[src/rtl/mem_port_arbiter.sv]
// Two-requester arbiter (instruction fetch and data memory) sharing a single
// fixed-latency memory port; one transaction is in flight at a time.
module mem_port_arbiter #(
  parameter int DBITS      = 32,
  parameter int ABITS      = 32,
  parameter int MEM_LAT    = 2,
  parameter int STARVE_MAX = 4
) (
  input  logic             clk,
  input  logic             reset,
  input  logic             if_req_valid,
  input  logic [ABITS-1:0] if_req_addr,
  output logic             if_req_ready,
  output logic             if_resp_valid,
  output logic [DBITS-1:0] if_resp_data,
  input  logic             dm_req_valid,
  input  logic             dm_req_we,
  input  logic [ABITS-1:0] dm_req_addr,
  input  logic [DBITS-1:0] dm_req_wdata,
  output logic             dm_req_ready,
  output logic             dm_resp_valid,
  output logic [DBITS-1:0] dm_resp_data,
  output logic             mem_en,
  output logic             mem_we,
  output logic [ABITS-1:0] mem_addr,
  output logic [DBITS-1:0] mem_wdata,
  input  logic [DBITS-1:0] mem_rdata,
  output logic             busy,
  output logic [1:0]       dbg_state_o
);

  typedef enum logic [1:0] {
    IDLE = 2'd0,
    WAIT = 2'd1,
    RESP = 2'd2
  } state_e;

  localparam logic [3:0] LAT_M1     = 4'(MEM_LAT - 1);
  localparam logic [3:0] STARVE_CAP = 4'(STARVE_MAX);

  state_e           state_q, state_d;
  logic [3:0]       cnt_q, cnt_d;
  logic             own_dm_q, own_dm_d;
  logic             we_q, we_d;
  logic [3:0]       starve_q, starve_d;
  logic [DBITS-1:0] if_data_q, if_data_d;
  logic [DBITS-1:0] dm_data_q, dm_data_d;

  logic arb_en;
  logic grant_if;
  logic grant_dm;
  logic xfer;

  // Handshake: a request transfers in the cycle where valid && ready. Ready is
  // combinational, given only to the arbitration winner, and only in IDLE or
  // RESP while reset is released; requesters hold valid/payload until accepted.
  assign arb_en   = reset && ((state_q == IDLE) || (state_q == RESP));
  assign grant_dm = arb_en && dm_req_valid && !(if_req_valid && (starve_q == STARVE_CAP));
  assign grant_if = arb_en && if_req_valid && !grant_dm;
  assign xfer     = grant_if || grant_dm;

  assign if_req_ready = grant_if;
  assign dm_req_ready = grant_dm;

  assign mem_en    = xfer;
  assign mem_we    = grant_dm && dm_req_we;
  assign mem_addr  = grant_dm ? dm_req_addr : (grant_if ? if_req_addr : '0);
  assign mem_wdata = grant_dm ? dm_req_wdata : '0;

  always_comb begin
    state_d   = state_q;
    cnt_d     = cnt_q;
    own_dm_d  = own_dm_q;
    we_d      = we_q;
    starve_d  = starve_q;
    if_data_d = if_data_q;
    dm_data_d = dm_data_q;

    case (state_q)
      IDLE: state_d = IDLE;
      WAIT: begin
        if (cnt_q == 4'd0) begin
          // Read data is on mem_rdata exactly MEM_LAT cycles after the transfer.
          if (own_dm_q) begin
            dm_data_d = we_q ? '0 : mem_rdata;
          end else begin
            if_data_d = mem_rdata;
          end
          state_d = RESP;
        end else begin
          cnt_d = cnt_q - 4'd1;
        end
      end
      RESP:    state_d = IDLE;
      default: state_d = IDLE;
    endcase

    if (xfer) begin
      state_d  = WAIT;
      cnt_d    = LAT_M1;
      own_dm_d = grant_dm;
      we_d     = grant_dm && dm_req_we;
    end

    if (grant_dm) begin
      if (!if_req_valid) begin
        starve_d = 4'd0;
      end else if (starve_q < STARVE_CAP) begin
        starve_d = starve_q + 4'd1;
      end
    end else if (grant_if) begin
      starve_d = 4'd0;
    end
  end

  always_ff @(posedge clk or negedge reset) begin
    if (!reset) begin
      state_q   <= IDLE;
      cnt_q     <= 4'd0;
      own_dm_q  <= 1'b0;
      we_q      <= 1'b0;
      starve_q  <= 4'd0;
      if_data_q <= '0;
      dm_data_q <= '0;
    end else begin
      state_q   <= state_d;
      cnt_q     <= cnt_d;
      own_dm_q  <= own_dm_d;
      we_q      <= we_d;
      starve_q  <= starve_d;
      if_data_q <= if_data_d;
      dm_data_q <= dm_data_d;
    end
  end

  assign if_resp_valid = (state_q == RESP) && !own_dm_q;
  assign dm_resp_valid = (state_q == RESP) && own_dm_q;
  assign if_resp_data  = if_data_q;
  assign dm_resp_data  = dm_data_q;
  assign busy          = (state_q != IDLE);
  assign dbg_state_o   = state_q;

endmodule

[config.mk]
export PLATFORM = sky130hd
export DESIGN_NAME = mem_port_arbiter
export DESIGN_NICKNAME = d
export VERILOG_FILES = /design/src/rtl/mem_port_arbiter.sv
export SDC_FILE = /design/constraint.sdc
export NUM_CORES = 1
export LEC_CHECK = 0
export ABC_AREA = 1
export BUFFER_PORTS_ARGS = -buffer_cell sky130_fd_sc_hd__buf_4
export CAP_MARGIN = 10
export CORE_ASPECT_RATIO = 1.4
export CORE_MARGIN = 4
export CORE_UTILIZATION = 25
export CTS_CLUSTER_DIAMETER = 40
export CTS_CLUSTER_SIZE = 28
export DETAILED_ROUTE_END_ITERATION = 8
export PLACE_DENSITY = 0.6
export REMOVE_ABC_BUFFERS = 1
export SKIP_CTS_REPAIR_TIMING = 1
export SLEW_MARGIN = 40
export SYNTH_ARGS = -nofsm -noshare
export SYNTH_HDL_FRONTEND = slang
export SYNTH_SLANG_ARGS = --single-unit
[constraint.sdc]
create_clock -name clk -period 2.2 [get_ports clk]
set_input_delay 0.44 -clock clk [delete_from_list [all_inputs] [get_ports clk]]
set_output_delay 0.44 -clock clk [all_outputs]
set_load 0.005 [all_outputs]
**Word level (Yosys, flattened, before mapping)**

Index checks and enable logic that the tools add are counted.

- Flip-flop bits (word level): 76
- Input port bits: 133
- Output and inout bits: 137
- Logic and storage cells: 54

- Add/subtract/negate cells: 2
- $lt $le $gt $ge: 1
- Equal/unequal tests: 6
- Mux-type cells: 14
- Bitwise operators: 1
- Reduce and logical (&&, ||, !) cells: 23

Operator list:

| operator | count |
|---|---|
| 32-bit two-way mux | 4 |
| 4-bit two-way mux | 7 |
| 1-bit logical AND | 9 |
| 2-bit two-way mux | 3 |
| 3-bit AND reduction | 2 |
| 2-bit nonzero test | 3 |
| 4-bit by 1-bit adder with 4-bit output (second input constant) | 1 |
| 4-bit by 3-bit equality test with 1-bit output (second input constant) | 1 |
| 4-bit zero test | 1 |
| 4-bit by 3-bit < comparator with 1-bit output (second input constant) | 1 |
| 2-bit AND reduction | 2 |
| 4-bit by 1-bit subtractor with 4-bit output (second input constant) | 1 |
| 1-bit zero test | 3 |
| 3-bit by 2-bit inequality test with 1-bit output (second input constant) | 1 |
| 3-bit inequality test (second input constant) | 1 |
| 2-bit by 1-bit equality test with 1-bit output (second input constant) | 1 |
| 2-bit equality test (second input constant) | 1 |
| 2-bit zero test | 1 |
| 1-bit logical OR | 2 |
| 2-bit inequality test (second input constant) | 1 |
| 1-bit NOT | 1 |

**Logic depth before layout (Yosys ltp)**

Gate-level depths: netlist of the first run.

- Word-level depth: 10
- Gate-level depth with buffers: 11
- Gate-level depth less buffers: 10

**Least setup slack after synthesis of the first run**

OpenSTA, ideal clock, no wires.

- Path type: reg2out
- From: register starve_q[0]
- To: output mem_addr[22]
- Arrival time: 1281 ps
- Data required time: 1760 ps
- Path slack: 479 ps
- Cell stages (with the launch flop): 12
- Path buffers: 1
- Cells stage by stage: dfrtp_1 -> inv_1 -> ha_1 -> nand2_1 -> inv_1 -> nand2_1 -> nand2_1 -> nand2_1 -> inv_1 -> buf_2 -> nand2_1 -> nand2_1

- Cells in the longest elaborated chain, start to end: 8

RTL lines:

| element | line | text |
|---|---|---|
| from (decl) | 45 | `logic [3:0] starve_q, starve_d;` |
| from (signal assigned) | 130 | `starve_q <= starve_d;` |
| 4-bit by 3-bit equality test with 1-bit output | 58 | `assign grant_dm = arb_en && dm_req_valid && !(if_req_valid && (starve_q == STARVE_CAP));` |
| 1-bit logical AND | 58 |  |
| 1-bit zero test | 58 |  |
| 1-bit logical AND | 58 |  |
| 1-bit zero test | 59 | `assign grant_if = arb_en && if_req_valid && !grant_dm;` |
| 1-bit logical AND | 59 |  |
| via if_req_ready | 13 | `output logic if_req_ready,` |
| 32-bit two-way mux (2 in series) | 67 | `assign mem_addr = grant_dm ? dm_req_addr : (grant_if ? if_req_addr : '0);` |
| to (decl) | 25 | `output logic [ABITS-1:0] mem_addr,` |

The timed path passes the listed nets, and every way through them passes these cells.

**Worst setup path after layout of the first run**

- From: register starve_q[0]
- To: output mem_addr[20]

- Cells in the longest elaborated chain, start to end: 8

RTL lines:

| element | line |
|---|---|
| 4-bit by 3-bit equality test with 1-bit output * | 58 |
| 1-bit logical AND * | 58 |
| 1-bit zero test * | 58 |
| 1-bit logical AND * | 58 |
| 1-bit zero test | 59 |
| 1-bit logical AND | 59 |
| 32-bit two-way mux | 67 |
| 32-bit two-way mux * | 67 |

Mark *: on every way between the ends. The rest lies on a longest branch, timed or not.

==> impl_results.md, run 1 <==
- Status: finished with violations
- Failing checks: setup timing
- First-pass GRT wire length: 22,400 um
- DRT iter0 DRCs: approximately 190
- Core Region: 15,700 um2
- Fin Clk Skew: 0.00955 ns
- Slew @ Worst Pin: roughly 0.7 ns
- Power Density: between 1000 and 1500 nW/um2
- Final Hold Fails: 0
- Top Ports: 270
- Worst Path Arrival: 2.02 ns
- Initial Util: 25.7%
- H-tree depth: 3
- Nets: 946
- Crit-path max FO: 16
- Vias in the first global route: 4,165
- Routability cong.: between 0.7 and 0.8
- Port buffer count: 269
- DP Cell Count: approximately 990
- Grt ovf: 0
- Area grow syn2layout: 69.9%
- Proportion of layout cells with a drive suffix above 1: 46.4%
- Maximum VDD drop: between 0.5 and 0.6 mV
- CTS clk-pin slew, worst paths: roughly 0.07 ns
- Final worst slack: -0.259 ns
- CTS tree: yes
- Num rows: 54
- Antenna violations before repair: 1
- Rel. slew slack: 52.6%
- Type of destination of the critical path: output port
- Pins Over Slew Limit: 0
- Leak: 0.00391 uW
- Final period util: 112%
- DR DRC count: 0
- Worst skew pair latency: 0.33 ns
- Drt wl/cell: approximately 15 um
- ANT cells: 0
- Distinct cells, synth: 23
- Clock sink total: 76
- Non-filler instance count after layout: 1,010
- CTS max path bufs: 2
- Largest net degree at the start of global routing: 77
- CP startpoint kind: flip-flop
- Number of max-cap violations: 0
- Warnings from Yosys: 0
- Setup TNS: -8.00 ns
- Drt pass-1 iters: 4
- Post-DP HPWL: 12,000 um
- Root Driver: clkbuf_16
- Final ANT Viol Nets: 0
- Finished Cell Area: a little under 7000 um2
- Register area share after synthesis: 47.1%
- Tmin final: approximately 2.5 ns
- Clock buffer count from CTS: 9
- Die H: around 160 um
- Unrepaired setup endpoints after global routing: yes
- FILL cells: 1,631
- Post-synthesis cell count: 536
- Total Routed Length: 15,500 um
- Post-DR vias/cell: roughly 4.3
- Die X-Extent: roughly 120 um
- Final setup fails: 59
- Die area: 18,300 um2
- Total power: 7390 uW
- Mean area per synthesized cell: 7.54 um2
- F_max: 0.407 GHz
- Vias: approximately 4,300
- Yosys reg bits: 76
- Worst hold path class: input port to async pin
- Placed instance area: 6260 um2
- Total track usage: 16.0%
- Cell Area, Synth: 4040 um2
- Crit Path Category: flip-flop to output port
- Required time of the critical path: ~1.8 ns
==> final cells by class <==
cell class / count / area [um2] / area share, %
Clock buffer: 9 / 225 / 3.28
Multi-Input combinational cell: 318 / 1670 / 24.4
Tap cell: 196 / 245 / 3.57
Clock inverter: 7 / 80.1 / 1.17
Inverter: 117 / 443 / 6.46
Timing Repair Buffer: 287 / 2290 / 33.4
Sequential cell: 76 / 1900 / 27.7
==> cells by family after synthesis <==
kind of cell	count (synthesis)	share of synthesized area (%)
AO/OA/AOI/OAI	70	11.4
AND/OR/NAND/NOR	243	25.0
buffers and inverters	142	15.1
flip-flops	76	47.1
adder cells (fa/ha/maj)	4	1.24
XOR/XNOR	1	0.217
==> per-layer routing <==
layer	part of all wire (%)	GRT usage (%)
met4	0.95	3.69
met2	51	28.2
met1	36	17.9
met5	0.084	0
met3	12	6.58
==> power by group <==
part,switching [uW],internal [uW],total [uW]
Combinational,1650,1790,3430
Clock,638,895,1530
Sequential,357,2070,2430
==> cells in the final DEF, fill, tap and decap left out, drive strengths merged, types with 2 or more instances in the layout <==
master and count:
clkinvlp 3, ha 4, nand3 40, o22ai 2
clkbuf 11, nand4 2, nor2 44, buf 285
o21ai 66, nor3 3, inv 120, nand2 154
dfrtp 76
==> worst max-delay path, stage by stage (launching register included) <==
cell and delay [ns]:
dfrtp_1 0.41, inv_2 0.07, ha_2 0.17, nand2_1 0.05, inv_1 0.05, nand2_1 0.07
nand2_2 0.09, buf_6 0.13, clkinvlp_4 0.16, clkbuf_16 0.22, nand2_1 0.06, nand2_1 0.06
buf_4 0.13
==> synth_stat cells <==
library cell	count	share of area (%)
nand2_2	1	0.15
buf_2	10	1.2
o211ai_1	1	0.19
nor3_4	1	0.40
buf_4	1	0.19
o22ai_1	2	0.31
nor2_1	43	4.0
nand3_2	2	0.50
nand3_1	38	4.7
o21ai_0	38	4.7
inv_1	117	11
nor3_1	2	0.25
clkbuf_1	6	0.56
a21oi_1	1	0.12
xor2_1	1	0.22
ha_1	4	1.2
nand2_1	153	14
o21ai_2	28	6.1
dfrtp_1	76	47
nand4_1	1	0.15
nor2_4	1	0.28
nand4_2	1	0.31
buf_6	8	2.2
==> flip-flops by register name, indices dropped and copies added (netlist names) <==
register / count
own_dm_q: 1
cnt_q: 4
dm_resp_data: 32
we_q: 1
if_resp_data: 32
dbg_state_o: 2
starve_q: 4
==> per-stage QoR <==
stage          hold WS (ns)  util (%)  setup slack (ns)
2_1_floorplan         0.144         -            -0.477
3_3_place_gp          0.469      39.8             0.166
3_5_place_dp          0.474      39.8             0.171
4_1_cts               0.288      41.7            -0.197
5_1_grt               0.306      43.6            -0.365
6_report              0.248      43.6            -0.259
==> path summary, 6_finish.rpt <==
check                                       startpoint                            to  slack, ns  depth (start not counted)
setup / recovery               starve_q[0]$_DFFE_PN0P_                  mem_addr[20]      -0.26                         12
hold / removal                                   reset       starve_q[0]$_DFFE_PN0P_       0.25                          2
setup reg to reg                  cnt_q[0]$_DFFE_PN0P_  dm_resp_data[28]$_DFFE_PN0P_       0.58                          7
hold reg to reg            if_resp_data[2]$_DFFE_PN0P_   if_resp_data[2]$_DFFE_PN0P_       0.48                          2
max in group asynchronous                        reset  dm_resp_data[18]$_DFFE_PN0P_       1.45                          2
min in group clk                         mem_rdata[12]  dm_resp_data[12]$_DFFE_PN0P_       0.35                          3
(Power assumes the default switching activity.)
==> run 2, diff against run 1 <==
--- a/config.mk
+++ b/config.mk
@@ -11,11 +11,13 @@
 export CORE_ASPECT_RATIO = 1.4
 export CORE_MARGIN = 4
 export CORE_UTILIZATION = 25
+export CTS_BUF_LIST = sky130_fd_sc_hd__clkbuf_8
 export CTS_CLUSTER_DIAMETER = 40
 export CTS_CLUSTER_SIZE = 28
 export DETAILED_ROUTE_END_ITERATION = 8
 export PLACE_DENSITY = 0.6
 export REMOVE_ABC_BUFFERS = 1
+export SETUP_SLACK_MARGIN = 0.5
 export SKIP_CTS_REPAIR_TIMING = 1
 export SLEW_MARGIN = 40
 export SYNTH_ARGS = -nofsm -noshare
==> run 2 against run 1 <==
  * The run still ends with setup timing left
  * Clock skew hardly changed
  * Setup slack hardly changed
  * Routed wire length is 5.6% higher
  * Clock-buffer cell count stayed put
  * Register-to-register slack better by 0.02 ns
  * Cell count is 0.79% higher
  * Critical path depth stayed put
  * Sequential power hardly changed
==> impl_results.md, run 2 (same netlist as run 1, synthesis figures left out) <==
- Area grow syn2layout: 71.0%
- Total Routed Length: 16,400 um
- Final Hold Fails: 0
- Root Driver: clkbuf_8
- Leak: 0.00393 uW
- Pins Over Slew Limit: 0
- Initial Util: 25.7%
- First-pass GRT wire length: approximately 22,000 um
- DRT iter0 DRCs: about 200
- Antenna violations before repair: 1
- Drt wl/cell: 16.1 um
- Type of destination of the critical path: output port
- Post-DP HPWL: 12,000 um
- Number of max-cap violations: 0
- Fin Clk Skew: 0.0100 ns
- Most common cell after layout, fill and taps aside: buf_4
- F_max: 0.407 GHz
- Unrepaired setup endpoints after global routing: yes
- Hold_ws: 0.211 ns
- Crit-path max FO: 17
- Grt ovf: 0
- Final period util: 112%
- Failing checks: setup timing
- Num rows: 54
- Worst r2r dst: dm_resp_data[28]$_DFFE_PN0P_
- Depth of the most critical reg-to-reg path: 8
- Status: finished with violations
- DR DRC count: 0
- CP Capture Point: mem_addr[23]
- Setup TNS: -8.38 ns
- Largest net degree at the start of global routing: slightly below 80
- Maximum VDD drop: 0.549 mV
- H-tree depth: 3
- Proportion of layout cells with a drive suffix above 1: roughly 47%
- CTS max path bufs: 2
- Crit Path Category: flip-flop to output port
- ANT cells: 0
- Die H: 158 um
- CP startpoint: starve_q[0]$_DFFE_PN0P_
- Top Ports: 270
- Clock buffer count from CTS: 9
- CTS tree: yes
- Required time of the critical path: 1.76 ns
- Final worst slack: -0.259 ns
- Worst Path Arrival: 2.02 ns
- Power Density: 1040 nW/um2
- Total track usage: about 16%
- Vias in the first global route: 4,166
- Final setup fails: 59
- Commonest cells after routing, fill and taps aside: buf_4, nand2_1, inv_1
- Tmin final: 2.46 ns
- Vias: between 4,000 and 5,000
- Final ANT Viol Nets: 0
- Worst hold path class: input port to async pin
- Nets: 954
- Core Region: approximately 16,000 um2
- Rel. slew slack: 51.4%
- Finished Cell Area: 6910 um2
- Drt pass-1 iters: 4
- Port buffer count: roughly 270
- CTS clk-pin slew, worst paths: 0.10 ns
- Worst reg-to-reg setup slack: 0.60 ns
- Die X-Extent: 115 um
- Placed instance area: approximately 6300 um2
- Slew @ Worst Pin: roughly 0.73 ns
- Clock sink total: 76
- Routability cong.: 0.745
- Die area: 18,300 um2
- Critical R2R Launch: cnt_q[0]$_DFFE_PN0P_
- CP startpoint kind: flip-flop
- Post-DR vias/cell: 4.27
- Worst skew pair latency: about 0.35 ns
run 2: cell count changes in the layout (fill, tap and decap cells not counted), moves of 2 or more:
cell	change
nor3_1	-2
inv_1	-2
nor2_1	-2
clkbuf_16	-8
clkbuf_8	+9
nand2_1	+9
nand2_2	-10
nor3_2	+2
nor2_4	+3
inv_2	+2
buf_6	+6
run 2: layer usage:
layer,GRT usage [%],vias to the layer above,wire length [um]
met5,0,-,20
met4,3.52,2,402
met3,6.12,18,1750
met2,28.2,209,8210
met1,17.9,1957,6000
li1,-,2159,-
run 2: worst min path at each step:
stage,end,from,cells after the start
6_report,dm_resp_data[30]$_DFFE_PN0P_,reset,2
5_1_grt,dm_resp_data[30]$_DFFE_PN0P_,reset,2
4_1_cts,dm_resp_data[30]$_DFFE_PN0P_,reset,2
3_5_place_dp,if_resp_data[2]$_DFFE_PN0P_,if_resp_data[2]$_DFFE_PN0P_,2
3_3_place_gp,if_resp_data[9]$_DFFE_PN0P_,if_resp_data[9]$_DFFE_PN0P_,2
2_1_floorplan,cnt_q[0]$_DFFE_PN0P_,reset,0
run 2: metrics by stage:
| step | std cells | util, % | worst slack, ns | total power, uW |
|---|---|---|---|---|
| 6_report | 1018 | 43.9 | -0.259 | 7180 |
| 5_1_grt | 1018 | 43.9 | -0.375 | 7750 |
| 4_1_cts | 1002 | 41.1 | -0.230 | 6990 |
| 3_5_place_dp | 986 | 39.8 | 0.171 | 5820 |
| 3_3_place_gp | 986 | 39.8 | 0.166 | 5760 |
| 2_1_floorplan | 511 | - | -0.477 | 3830 |
run 2: power breakdown:
part | switching, uW | internal [uW]
Combinational | 1730 | 1880
Clock | 601 | 541
Sequential | 360 | 2070
run 2: critical path, stage by stage (launching register included):
cell,delay [ns]
dfrtp_1,0.42
inv_2,0.07
ha_2,0.17
nand2_1,0.05
inv_1,0.05
nand2_1,0.07
nand2_2,0.10
buf_6,0.13
clkinvlp_4,0.15
buf_12,0.19
nand2_1,0.06
nand2_1,0.07
buf_4,0.14
run 2: final cells by class:
class | instances | area [um2]
Clock inverter | 7 | 80.1
Fill cell | 1616 | 8840
Clock buffer | 9 | 124
Inverter | 117 | 443
Multi-Input combinational cell | 318 | 1690
Tap cell | 196 | 245
Timing Repair Buffer | 295 | 2420
Sequential cell | 76 | 1900
